File: src/rtl/imm_encoder.sv
// Packs a signed 32-bit immediate into the RV32I I/S/B/J field positions of an
// instruction template, flagging immediates that do not fit the chosen format.
module imm_encoder #(
  parameter int ERR_W = 8
) (
  input  logic             clk,
  input  logic             reset,
  input  logic             in_valid,
  output logic             in_ready,
  input  logic [31:0]      in_imm,
  input  logic [1:0]       in_src,
  input  logic [31:0]      in_base,
  output logic             out_valid,
  input  logic             out_ready,
  output logic [31:0]      out_instr,
  output logic             out_err,
  output logic [ERR_W-1:0] err_count
);

  typedef enum logic [1:0] {FMT_I = 2'b00, FMT_S = 2'b01, FMT_B = 2'b10, FMT_J = 2'b11} fmt_t;

  typedef struct packed {
    logic [31:0] imm;
    fmt_t        src;
    logic [31:0] base;
  } s1_t;

  localparam logic [ERR_W-1:0] ERR_MAX = '1;

  logic        s1_valid;
  s1_t         s1;
  logic        adv;
  logic [31:0] enc_instr;
  logic        enc_err;

  assign adv      = !out_valid || out_ready;
  assign in_ready = !s1_valid || adv;

  // Encode from the stage-1 register so stage 2 only has to capture the result.
  always_comb begin
    enc_instr = s1.base;
    enc_err   = 1'b0;
    unique case (s1.src)
      FMT_I: begin
        enc_instr[31:20] = s1.imm[11:0];
        enc_err          = !(&s1.imm[31:11] || ~|s1.imm[31:11]);
      end
      FMT_S: begin
        enc_instr[31:25] = s1.imm[11:5];
        enc_instr[11:7]  = s1.imm[4:0];
        enc_err          = !(&s1.imm[31:11] || ~|s1.imm[31:11]);
      end
      FMT_B: begin
        {enc_instr[31], enc_instr[7], enc_instr[30:25], enc_instr[11:8]} =
          {s1.imm[12], s1.imm[11], s1.imm[10:5], s1.imm[4:1]};
        enc_err = !(&s1.imm[31:12] || ~|s1.imm[31:12]) || s1.imm[0];
      end
      FMT_J: begin
        {enc_instr[31], enc_instr[19:12], enc_instr[20], enc_instr[30:21]} =
          {s1.imm[20], s1.imm[19:12], s1.imm[11], s1.imm[10:1]};
        enc_err = !(&s1.imm[31:20] || ~|s1.imm[31:20]) || s1.imm[0];
      end
    endcase
  end

  always_ff @(posedge clk or posedge reset) begin
    if (reset) begin
      s1_valid <= 1'b0;
      s1       <= '0;
    end else if (in_valid && in_ready) begin
      s1_valid <= 1'b1;
      s1.imm   <= in_imm;
      s1.src   <= fmt_t'(in_src);
      s1.base  <= in_base;
    end else if (adv) begin
      s1_valid <= 1'b0;
    end
  end

  always_ff @(posedge clk or posedge reset) begin
    if (reset) begin
      out_valid <= 1'b0;
      out_instr <= '0;
      out_err   <= 1'b0;
      err_count <= '0;
    end else begin
      if (out_valid && out_ready && out_err && err_count != ERR_MAX)
        err_count <= err_count + ERR_W'(1);
      // Data only moves on a load so a stalled word stays stable.
      if (adv) begin
        out_valid <= s1_valid;
        if (s1_valid) begin
          out_instr <= enc_instr;
          out_err   <= enc_err;
        end
      end
    end
  end

endmodule

File: config.mk
export PLATFORM = sky130hd
export DESIGN_NAME = imm_encoder
export DESIGN_NICKNAME = d
export VERILOG_FILES = /design/src/rtl/imm_encoder.sv
export SDC_FILE = /design/constraint.sdc
export NUM_CORES = 1
export LEC_CHECK = 0
export BUFFER_PORTS_ARGS = -buffer_cell sky130_fd_sc_hd__clkbuf_2
export CAP_MARGIN = 20
export CORE_MARGIN = 2
export CORE_UTILIZATION = 40
export DETAILED_ROUTE_END_ITERATION = 8
export GPL_TIMING_DRIVEN = 0
export MAX_ROUTING_LAYER = met4
export SYNTH_ARGS = -nofsm -noshare
export SYNTH_HDL_FRONTEND = slang
export SYNTH_SLANG_ARGS = --single-unit
File: constraint.sdc
create_clock -name clk -period 4.7 [get_ports clk]
set_input_delay 0.705 -clock clk [delete_from_list [all_inputs] [get_ports clk]]
set_output_delay 0.705 -clock clk [all_outputs]
set_load 0.01 [all_outputs]
==> results.json <==
{
  "die_width_um": 107,
  "wl_um": 8800,
  "pin_count": 113,
  "relSlewSlack": 0.606,
  "internal_power_w": 0.00157,
  "vias": 2818,
  "outcome": "finished clean",
  "p_leak_nw": 2.37,
  "crit_slowest_cell": "nand3b_1",
  "cts_resized": 0,
  "cts_buffer_depth": 2,
  "p_per_area_nw_per_um2": 438,
  "root_buffer": "clkbuf_8",
  "first_global_vias": 2889,
  "drc": 0,
  "fillCellCount": 985,
  "die_area_um2": 11400,
  "h-tree-depth": 3,
  "clkPwrFrac": 0.238,
  "diodes": 0,
  "syn-num-nets": 390,
  "overflow": 0,
  "ys.flop_type": "dfrtp_1",
  "crit_chain": "clkbuf_2 -> nand3b_1 -> clkbuf_2",
  "worst_slack_ps": 2840,
  "insertion_delay_ps": 360,
  "async_reset_ff_frac": 1.00,
  "area_delta_synth_final_pct": 21.5,
  "yosys.area.top_type_share": 0.603,
  "cts_sinks": 102,
  "drive_above_1_share": 0.472,
  "grt_max_degree": 59,
  "first_pass_iters": 4,
  "coreArea_um2": 10300,
  "yosys_register_bits": 102,
  "rrSetupSlack_ps": 2920,
  "p_comb_frac": 0.234,
  "path_max_fanout": 3,
  "start_util": 0.410,
  "cts_tree": "done",
  "multiInputGateArea_um2": 1590,
  "fin_worst_skew_ps": 11.5,
  "p_sw_w": 0.000679,
  "cp_num_buf_inv": 2,
  "cp-start-kind": "input port",
  "viasPerCell": 4.93,
  "cts_setup_buffers": 0,
  "post-route-period-util": 0.396,
  "synth_warnings": 0,
  "syn_avg_cell_area_um2": 13.4,
  "final_max_slew_viol_count": 0,
  "place_ws_ps": 2580,
  "syn_inst": 315,
  "worst_pin_slew_ps": 591,
  "path_common_cell": "clkbuf_2",
  "finalHoldViolations": 0,
  "synth_common_cells": "dfrtp_1, mux2_2, nand2_1",
  "synth_area_leaders": "dfrtp_1, mux2_2, o21ai_0, nand2_1, mux2i_1",
  "num_rows": 37,
  "grt_antenna_before_repair": 0,
  "max_freq_mhz": 538,
  "syn-cell-area_um2": 4230,
  "crit_path_end_kind": "primary output",
  "grt_pass1_wl_um": 14400,
  "ant_nets": 0,
  "die-height_um": 107,
  "synth_enable_flop_cells": 0,
  "grt_use_total": 0.170,
  "portBuffers": 105,
  "swShare": 0.301,
  "gp_congestion": 0.739,
  "max_stage_delay_ps": 200,
  "ys_types": 33,
  "nets": 507,
  "crit_required_ps": 3990,
  "hp-class": "input port to asynchronous set/reset pin",
  "dp_hpwl_um": 6550,
  "layout_min_cycle_time_ps": 1860,
  "pwr-share-seq": 0.527,
  "path_class": "input port to primary output",
  "ir_worst_vdd_mv": 0.169,
  "first_iter_violations": 92,
  "yosysMostFrequentCell": "dfrtp_1",
  "yosysTopAreaCell": "dfrtp_1",
  "critPathArrivalTime_ps": 1150,
  "rsz0062_at_grt": "false",
  "setup_tns_ps": 0,
  "setup_viol": 0,
  "cts_hold_buf": 0,
  "critPathTopFamily": "buffers and inverters",
  "wl_per_cell_um": 15.4,
  "numCtsBuffers": 9,
  "max-cap-violations": 0,
  "regArea_um2": 2550,
  "clkTransAtPathRegs_ps": 100,
  "ys_seq_area_frac": 0.603
}
==> path summary, 6_finish.rpt <==
path	startpoint	to	cells past startpoint
hold / removal	reset	s1[51]	2
setup reg to reg	s1[32]	out_instr[11]	6
max in group asynchronous	reset	err_count[7]	3
min in group clk	out_instr[31]	out_instr[31]	1
hold reg to reg	out_instr[31]	out_instr[31]	1
setup / recovery	out_ready	in_ready	3
==> through the flow <==
stage | power, W | utilization | instance area (um^2) | std cells | hold WS, ps
global placement | 0.00172 | 0.478 | 4930 | 556 | 461
finish | 0.00225 | 0.498 | 5150 | 572 | 387
CTS | 0.00229 | 0.498 | 5150 | 572 | 401
floorplan | 0.00152 | - | 4230 | 315 | 471
detailed placement | 0.00174 | 0.480 | 4960 | 557 | 464
global route | 0.00240 | 0.498 | 5150 | 572 | 425
==> flip-flops by register name, summed over array words and instances, names as in the netlist <==
name,cells
out_err,1
s1,52
enc_instr,7
out_valid,1
err_count,8
s1_valid,1
out_instr,32
==> power groups by stage <==
stage	clock, W	combinational (W)	sequential [W]
6_report	0.000537	0.000528	0.00119
5_1_grt	0.000595	0.000594	0.00121
4_1_cts	0.000562	0.000540	0.00119
3_5_place_dp	0	0.000538	0.00121
3_3_place_gp	0	0.000525	0.00120
2_1_floorplan	0	0.000293	0.00123
==> kinds of logic (layout without fill, tap and decap cells) <==
family	count (synthesis)	in the layout	synth area share
multiplexers	82	82	0.216
flip-flops	102	102	0.603
AND/OR/NAND/NOR	63	63	0.0771
adder cells (fa/ha/maj)	5	5	0.0148
XOR/XNOR	7	7	0.0145
buffers and inverters	18	139	0.0216
AO/OA/AOI/OAI	38	38	0.0529
==> layout by cell type, fill, tap and decap left out, drive strengths merged, types with 6 or more instances in the layout <==
cell    count
a21oi       6
nand4      11
o21ai      20
a22oi       7
mux2i       9
buf        11
xnor2       6
nand2      25
clkbuf    119
mux2       73
dfrtp     102
==> layer usage <==
| layer | GRT usage | share of wire |
|---|---|---|
| met2 | 0.258 | 0.48 |
| met3 | 0.0468 | 0.064 |
| met5 | - | 0 |
| met4 | 0.0659 | 0.016 |
| met1 | 0.217 | 0.44 |
==> area by class of cell <==
| type | instances | share of cell area |
|---|---|---|
| well taps | 136 | 0.0331 |
| inverters | 4 | 0.00340 |
| repair buffers | 106 | 0.107 |
| plain buffers | 14 | 0.0148 |
| clock buffers | 10 | 0.0248 |
| clock inverters | 5 | 0.0114 |
| multi-input cells | 195 | 0.309 |
| flip-flops and latches | 102 | 0.496 |
(Power assumes the default switching activity.)
